File: src/rtl/mips_ctrl_pkg.sv
// Shared encodings for the multicycle MIPS control FSM:
// state enum, opcode values, ALUOp / ALUSrcB / PCSource selects.
package mips_ctrl_pkg;

   typedef enum logic [3:0] {
      S_FETCH  = 4'd0,
      S_DECODE = 4'd1,
      S_MEMADR = 4'd2,
      S_MEMRD  = 4'd3,
      S_MEMWB  = 4'd4,
      S_MEMWR  = 4'd5,
      S_EXEC   = 4'd6,
      S_RWB    = 4'd7,
      S_BRANCH = 4'd8,
      S_ADDIEX = 4'd9,
      S_IWB    = 4'd10,
      S_JUMP   = 4'd11
   } state_t;

   localparam logic [5:0] OP_RTYPE = 6'b000000;
   localparam logic [5:0] OP_LW    = 6'b100011;
   localparam logic [5:0] OP_SW    = 6'b101011;
   localparam logic [5:0] OP_BEQ   = 6'b000100;
   localparam logic [5:0] OP_ADDI  = 6'b001000;
   localparam logic [5:0] OP_J     = 6'b000010;

   localparam logic [1:0] ALUOP_ADD   = 2'b00;
   localparam logic [1:0] ALUOP_SUB   = 2'b01;
   localparam logic [1:0] ALUOP_FUNCT = 2'b10;

   localparam logic [1:0] SRCB_B      = 2'b00;
   localparam logic [1:0] SRCB_FOUR   = 2'b01;
   localparam logic [1:0] SRCB_IMM    = 2'b10;
   localparam logic [1:0] SRCB_IMMSH2 = 2'b11;

   localparam logic [1:0] PCSRC_ALU    = 2'b00;
   localparam logic [1:0] PCSRC_ALUOUT = 2'b01;
   localparam logic [1:0] PCSRC_JUMP   = 2'b10;

endpackage

File: src/rtl/multicycle_control.sv
// Main control FSM of the multicycle MIPS datapath.
// In: clock, reset_n, opcode, zero, mem_ready. Out: datapath strobes/selects, illegal_op, state_o.
module multicycle_control
   import mips_ctrl_pkg::*;
(
   input  logic       clock,
   input  logic       reset_n,
   input  logic [5:0] opcode,
   input  logic       zero,
   input  logic       mem_ready,
   output logic       PCWrite,
   output logic       PCWriteCond,
   output logic       IorD,
   output logic       MemRead,
   output logic       MemWrite,
   output logic       IRWrite,
   output logic       MemtoReg,
   output logic       RegDst,
   output logic       RegWrite,
   output logic       ALUSrcA,
   output logic [1:0] ALUSrcB,
   output logic [1:0] ALUOp,
   output logic [1:0] PCSource,
   output logic       illegal_op,
   output logic [3:0] state_o
);

   state_t state;
   state_t state_nx;
   logic   is_store;
   logic   is_store_nx;
   logic   illegal_nx;

   logic pc_wr, pc_wr_c, mem_rd, mem_wr, ir_wr, reg_wr;

   // opcode is only valid in DECODE, so remember lw vs sw for MEMADR
   always_ff @(posedge clock or negedge reset_n) begin
      if (!reset_n) begin
         state      <= S_FETCH;
         is_store   <= 1'b0;
         illegal_op <= 1'b0;
      end else begin
         state      <= state_nx;
         is_store   <= is_store_nx;
         illegal_op <= illegal_nx;
      end
   end

   always_comb begin
      state_nx    = S_FETCH;
      is_store_nx = is_store;
      illegal_nx  = illegal_op;
      case (state)
         S_FETCH:  state_nx = mem_ready ? S_DECODE : S_FETCH;
         S_DECODE: begin
            is_store_nx = (opcode == OP_SW);
            unique case (1'b1)
               (opcode == OP_RTYPE):
                  state_nx = S_EXEC;
               (opcode == OP_LW),
               (opcode == OP_SW):
                  state_nx = S_MEMADR;
               (opcode == OP_BEQ):
                  state_nx = S_BRANCH;
               (opcode == OP_ADDI):
                  state_nx = S_ADDIEX;
               (opcode == OP_J):
                  state_nx = S_JUMP;
               default: begin
                  state_nx   = S_FETCH;
                  illegal_nx = 1'b1;
               end
            endcase
         end
         S_MEMADR: state_nx = is_store ? S_MEMWR : S_MEMRD;
         S_MEMRD:  state_nx = mem_ready ? S_MEMWB : S_MEMRD;
         S_MEMWB:  state_nx = S_FETCH;
         S_MEMWR:  state_nx = mem_ready ? S_FETCH : S_MEMWR;
         S_EXEC:   state_nx = S_RWB;
         S_RWB:    state_nx = S_FETCH;
         S_BRANCH: state_nx = S_FETCH;
         S_ADDIEX: state_nx = S_IWB;
         S_IWB:    state_nx = S_FETCH;
         S_JUMP:   state_nx = S_FETCH;
         default:  state_nx = S_FETCH;
      endcase
   end

   always_comb begin
      pc_wr    = 1'b0;
      pc_wr_c  = 1'b0;
      mem_rd   = 1'b0;
      mem_wr   = 1'b0;
      ir_wr    = 1'b0;
      reg_wr   = 1'b0;
      IorD     = 1'b0;
      MemtoReg = 1'b0;
      RegDst   = 1'b0;
      ALUSrcA  = 1'b0;
      ALUSrcB  = SRCB_B;
      ALUOp    = ALUOP_ADD;
      PCSource = PCSRC_ALU;
      case (state)
         S_FETCH: begin
            mem_rd  = 1'b1;
            ALUSrcB = SRCB_FOUR;
            ir_wr   = mem_ready;
            pc_wr   = mem_ready;
         end
         S_DECODE: ALUSrcB = SRCB_IMMSH2;
         S_MEMADR: begin
            ALUSrcA = 1'b1;
            ALUSrcB = SRCB_IMM;
         end
         S_MEMRD: begin
            mem_rd = 1'b1;
            IorD   = 1'b1;
         end
         S_MEMWB: begin
            reg_wr   = 1'b1;
            MemtoReg = 1'b1;
         end
         S_MEMWR: begin
            mem_wr = 1'b1;
            IorD   = 1'b1;
         end
         S_EXEC: begin
            ALUSrcA = 1'b1;
            ALUOp   = ALUOP_FUNCT;
         end
         S_RWB: begin
            reg_wr = 1'b1;
            RegDst = 1'b1;
         end
         S_BRANCH: begin
            ALUSrcA  = 1'b1;
            ALUOp    = ALUOP_SUB;
            pc_wr_c  = 1'b1;
            PCSource = PCSRC_ALUOUT;
         end
         S_ADDIEX: begin
            ALUSrcA = 1'b1;
            ALUSrcB = SRCB_IMM;
         end
         S_IWB:  reg_wr = 1'b1;
         S_JUMP: begin
            pc_wr    = 1'b1;
            PCSource = PCSRC_JUMP;
         end
         default: ;
      endcase
   end

   // strobes are killed combinationally so an abort never leaks a write
   assign PCWrite     = pc_wr   & reset_n;
   assign PCWriteCond = pc_wr_c & reset_n;
   assign MemRead     = mem_rd  & reset_n;
   assign MemWrite    = mem_wr  & reset_n;
   assign IRWrite     = ir_wr   & reset_n;
   assign RegWrite    = reg_wr  & reset_n;

   assign state_o = state;

endmodule

File: config.mk
export PLATFORM = sky130hd
export DESIGN_NAME = multicycle_control
export DESIGN_NICKNAME = d
export VERILOG_FILES = /design/src/rtl/mips_ctrl_pkg.sv /design/src/rtl/multicycle_control.sv
export SDC_FILE = /design/constraint.sdc
export NUM_CORES = 1
export LEC_CHECK = 0
export BUFFER_PORTS_ARGS = -buffer_cell sky130_fd_sc_hd__buf_2
export CAP_MARGIN = 20
export CORE_MARGIN = 2
export CORE_UTILIZATION = 40
export DETAILED_ROUTE_END_ITERATION = 7
export GPL_TIMING_DRIVEN = 0
export MAX_ROUTING_LAYER = met4
export PLACE_DENSITY = 0.71
export SYNTH_ARGS = -nofsm -noshare
export SYNTH_HDL_FRONTEND = slang
export SYNTH_SLANG_ARGS = --single-unit
File: constraint.sdc
create_clock -name clock -period 1.2 [get_ports clock]
set_input_delay 0.24 -clock clock [delete_from_list [all_inputs] [get_ports clock]]
set_output_delay 0.24 -clock clock [all_outputs]
set_load 0.01 [all_outputs]
Yosys cells after proc, flatten, opt, wreduce, memory -nomap -nowiden
Cells that the tools add are included.
W data, S select, Z words.
{"block": "totals", "regBits": 6, "output_inout_bits": 21, "elab_cells": 55}
{"block": "op_classes", "eq_ne": 16, "n_mux": 19, "bitwise": 7, "n_reduce_logical": 10}
{"cell": "$pmux W4 S7", "count": 1}
{"cell": "$pmux W4 S5", "count": 1}
{"cell": "$eq A4 B3 Y1 const B", "count": 4}
{"cell": "$eq A4 B4 Y1 const B", "count": 4}
{"cell": "$eq A6 B6 Y1 const B", "count": 2}
{"cell": "$mux W1", "count": 10}
{"cell": "$mux W3", "count": 3}
{"cell": "$eq A4 B2 Y1 const B", "count": 2}
{"cell": "$pmux W2 S2", "count": 2}
{"cell": "$reduce_or A2 Y1", "count": 4}
{"cell": "$and A1 B1 Y1", "count": 6}
{"cell": "$eq A6 B2 Y1 const B", "count": 1}
{"cell": "$eq A6 B3 Y1 const B", "count": 1}
{"cell": "$eq A6 B4 Y1 const B", "count": 1}
{"cell": "$logic_not A6 Y1", "count": 1}
{"cell": "$pmux W2 S3", "count": 1}
{"cell": "$reduce_or A6 Y1", "count": 1}
{"cell": "$eq A4 B1 Y1 const B", "count": 1}
{"cell": "$logic_not A4 Y1", "count": 1}
{"cell": "$reduce_or A4 Y1", "count": 1}
{"cell": "$reduce_or A3 Y1", "count": 1}
{"cell": "$pmux W1 S2", "count": 1}
{"cell": "$reduce_and A2 Y1", "count": 1}
{"cell": "$not A1 Y1", "count": 1}

Depth between registers and ports, before layout
{"block": "depth", "depth_word": 4, "mapped_depth": 5, "depth_no_buf": 4}

Least setup slack after synthesis
OpenSTA, ideal clock, no wires.
{"block": "synth_path", "kind": "register to output", "from": "register state[3] (netlist: state_o[3])", "to": "output RegWrite", "arrival_ns": 1.341, "t_required_ns": 0.960, "path_slack_ns": -0.381, "stages_incl_launch_ff": 6, "n_path_buf": 1, "path_cell_list": "dfrtp_1 > buf_6 > nand2b_1 > nor3_1 > a21oi_1 > nor2b_1"}
{"block": "synth_via", "elab_chain_len": 4, "elab_cells_between_ends": 6, "cone_classes": "eq/ne: 3; mux: 1; bitwise: 1; reduce/logical: 1"}
{"item": "start: declaration", "line": "multicycle_control.sv:28", "rtl": "state_t state;"}
{"item": "start signal: assignment", "line": "multicycle_control.sv:43", "rtl": "state <= state_nx;"}
{"item": "$eq A4 B4 Y1 or $eq A4 B3 Y1 (tied branches)", "line": "multicycle_control.sv:103", "rtl": "case (state)"}
{"item": "$reduce_or A3 Y1 (no line) (*)"}
{"item": "$mux W1 (*)", "line": "multicycle_control.sv:103"}
{"item": "$and A1 B1 Y1 (*)", "line": "multicycle_control.sv:160", "rtl": "assign RegWrite = reg_wr & reset_n;"}
{"item": "end: declaration", "line": "multicycle_control.sv:19", "rtl": "output logic RegWrite,"}
Every way passes the cells marked *; elsewhere a longest branch is shown, timed or not.

Worst setup path after layout
{"block": "layout_path", "from": "register state[3] (netlist: state_o[3])", "to": "output RegDst"}
{"block": "layout_via", "elab_chain_len": 2}
{"item": "$eq A4 B3 Y1", "line": "multicycle_control.sv:103"}
{"item": "$mux W1", "line": "multicycle_control.sv:103"}
{"item": "end: declaration", "line": "multicycle_control.sv:18", "rtl": "output logic RegDst,"}
No other way between the ends.

==> impl_metrics.json <==
{
  "port_buffers": 29,
  "clk_pin_slew_ps": 60,
  "grt_pass1_vias": 684,
  "start_util_pct": 42.09,
  "p_leak_nw": 0.5577,
  "wl_per_cell_um": 15.68,
  "maxSlewViolCount": 0,
  "die_h_um": 43.35,
  "path_cells": "buf_6 > nand2b_4 > buf_4 > buf_6 > nor2_1 > buf_2",
  "first_pass_iters": 4,
  "grtUsageMet3_pct": 2.083,
  "finish.instance_area_um2": 1201,
  "r2r_slack_ps": -250,
  "fp.coreArea_um2": 1471,
  "synth_edf_count": 0,
  "clock_skew_ps": 5.336,
  "path_common_cell": "buf_6",
  "startpoint_type": "flop",
  "hold_viol": 0,
  "cp-end-kind": "output port",
  "worstSetupEndpoint": "RegDst",
  "yosysUniqueCellTypes": 32,
  "yosys.area.top_type": "dfrtp_1",
  "die_w_um": 43.35,
  "synthArstFlopShare_pct": 100.0,
  "cts_buffers": 3,
  "wl_um": 2320,
  "r2r-end": "state_o[1]",
  "cts_tree": "yes",
  "num_io_pins": 31,
  "cp_slowest_cell": "dfrtp_1",
  "grtUsageMet1_pct": 28.01,
  "drc": 0,
  "place_inst": 122,
  "ys.flop_type": "dfrtp_1",
  "p_per_area_nw_per_um2": 1740,
  "worst_pin_slew_ps": 290.3,
  "syn_area_um2": 619.3,
  "dp_hpwl_um": 1295,
  "failed_checks": "negative setup slack",
  "reg2reg_depth": 7,
  "fin_util_pct": 81.63,
  "met2_usage_pct": 37.31,
  "final_layout_size_suffix_gt1_share_pct": 65.15,
  "area_delta_synth_final_pct": 93.94,
  "synth.yosys.warnings": 0,
  "reg2reg_from": "state_o[1]",
  "crit_type": "reg -> out",
  "worst-path-buf-inv": 4,
  "hold_path.class": "in -> reg",
  "dieArea_um2": 1879,
  "ys_seq_area_share_pct": 24.24,
  "synth_area_leaders": "dfrtp_1 24%, nand2b_1 8.1%, buf_6 7.3%, nor3_1 5.7%, nor2_1 5.5%",
  "max_freq_mhz": 587.4,
  "gp_congestion": 0.8508,
  "timing.final.crit_share_pct": 141.9,
  "dpl_cell_area_um2": 838.3,
  "initialDrtViolationCount": 24,
  "grt_setup_unrepaired": "yes",
  "diodes": 0,
  "relSlewSlack_pct": 80.58,
  "overflow": 0,
  "netlist.area_leader.share_pct": 24.24,
  "layout_setup_ws_ps": -502.4,
  "cts_sinks": 6,
  "stdcell_count": 148,
  "grt_pass1_wl_um": 3118,
  "syn_area_per_cell_um2": 8.043,
  "path_delay_family": "buffers and inverters",
  "antenna_found_initial": 0,
  "cp_num_cells": 6,
  "drv_cap": 0,
  "worstPathMaxFanout": 7,
  "status": "complete, but fails checks",
  "synth-seq-cells": 6,
  "synth_cells": 77,
  "startpoint": "state_o[3]",
  "gr-max-usage-layer": "met2",
  "vias": 817,
  "setup_viol": 21,
  "vias_per_cell": 5.520,
  "cts_max_level": 1,
  "root_buffer": "clkbuf_4",
  "antenna_left": 0,
  "critical_path_arrival_ps": 1460,
  "syn-num-nets": 87,
  "clk_path_buf_depth": 2,
  "clkLatencyLatePin_ps": 250,
  "slowest_delay_ps": 390,
  "min_period_ps": 1702,
  "ir_worst_vdd_v": 0.001165,
  "fin_nets": 143,
  "required_ps": 960,
  "grt_max_degree": 11,
  "grt.total_usage_pct": 22.73,
  "rows": 14
}
## cell usage in the layout (no fill, tap or decap), types with 2 or more instances in the layout
master,netlist,layout
xor2_1,2,2
a21oi_2,0,2
buf_4,0,10
dfrtp_2,0,3
o21ai_1,3,3
dfrtp_1,6,3
nor3_2,0,2
nor3_1,7,2
buf_6,4,16
nand2b_1,8,3
nor2b_1,3,3
nor2_2,1,2
nand3b_1,2,2
nand2b_4,0,5
nand2_1,5,4
nor2_1,9,7
buf_2,0,26
o21ai_2,0,2
clkbuf_4,0,3
nor3_4,0,3
## kinds of logic after synthesis
| group | synth area share [%] |
|---|---|
| mux | 1.616 |
| xor+xnor | 4.243 |
| compound gates | 21.62 |
| simple gates | 40.41 |
| flops | 24.24 |
| buf+inv | 7.878 |
## cells in the mapped netlist (3+ instances only)
| library cell | n |
|---|---|
| a21oi_1 | 3 |
| buf_6 | 4 |
| dfrtp_1 | 6 |
| nand2_1 | 5 |
| nand2b_1 | 8 |
| nor2_1 | 9 |
| nor2b_1 | 3 |
| nor3_1 | 7 |
| o21ai_0 | 4 |
| o21ai_1 | 3 |
## layout make-up
type | count | area [um2]
Multi-Input combinational cell | 66 | 561.8
Fill cell | 94 | 270.3
Sequential cell | 6 | 153.9
Clock buffer | 4 | 26.28
Tap cell | 16 | 20.02
Inverter | 1 | 3.754
Buffer | 4 | 48.80
Timing Repair Buffer | 51 | 386.6
## routing by layer
metal	up-vias	share of wire, %
li1	391	-
met1	379	40
met2	41	52
met3	6	6.5
met4	0	1.3
met5	-	0
## tightest hold or removal path, cell delays in order
cell and delay (ps):
buf_2 130, nand2_1 60, o21ai_1 50
## through the flow
stage	total power [W]	worst slack, ps	setup TNS [ps]	hold WS (ps)
floorplan	0.0009263	-208.1	-588.3	-55.59
global placement	0.001170	-217.3	-1828	107.6
detailed placement	0.001181	-234.6	-2195	114.4
CTS	0.001609	-438.0	-5521	271.7
global route	0.002206	-539.9	-7637	285.5
finish	0.002090	-502.4	-6493	270.9
## power by group
part	leakage (nW)	internal [W]	switching (W)
logic	0.471	0.000853	0.000686
clock network	0.0150	0.000127	0.0000908
registers	0.0719	0.000245	0.0000881
total	0.558	0.00123	0.000865
## sequential cells by signal (all words and copies together) (netlist names)
register    flops
illegal_op      1
is_store        1
state_o         4
## how the worst min path moves through the flow
| stage | from | endpoint | slack [ps] | depth (start not counted) |
|---|---|---|---|---|
| finish | opcode[3] | is_store | 270 | 3 |
| global route | opcode[3] | is_store | 290 | 3 |
| CTS | opcode[3] | is_store | 270 | 3 |
| detailed placement | reset_n | illegal_op | 110 | 1 |
| global placement | reset_n | is_store | 110 | 1 |
| floorplan | reset_n | illegal_op | -60 | 0 |
## repair_timing
item,CTS,global route
setup endpoints to repair,20,23
gates resized for setup,13,23
hold endpoints to repair,6,0
cloned,1,1
pin swaps,1,5
hold buffers,1,0
setup buffers,8,11
(Power assumes the default switching activity.)
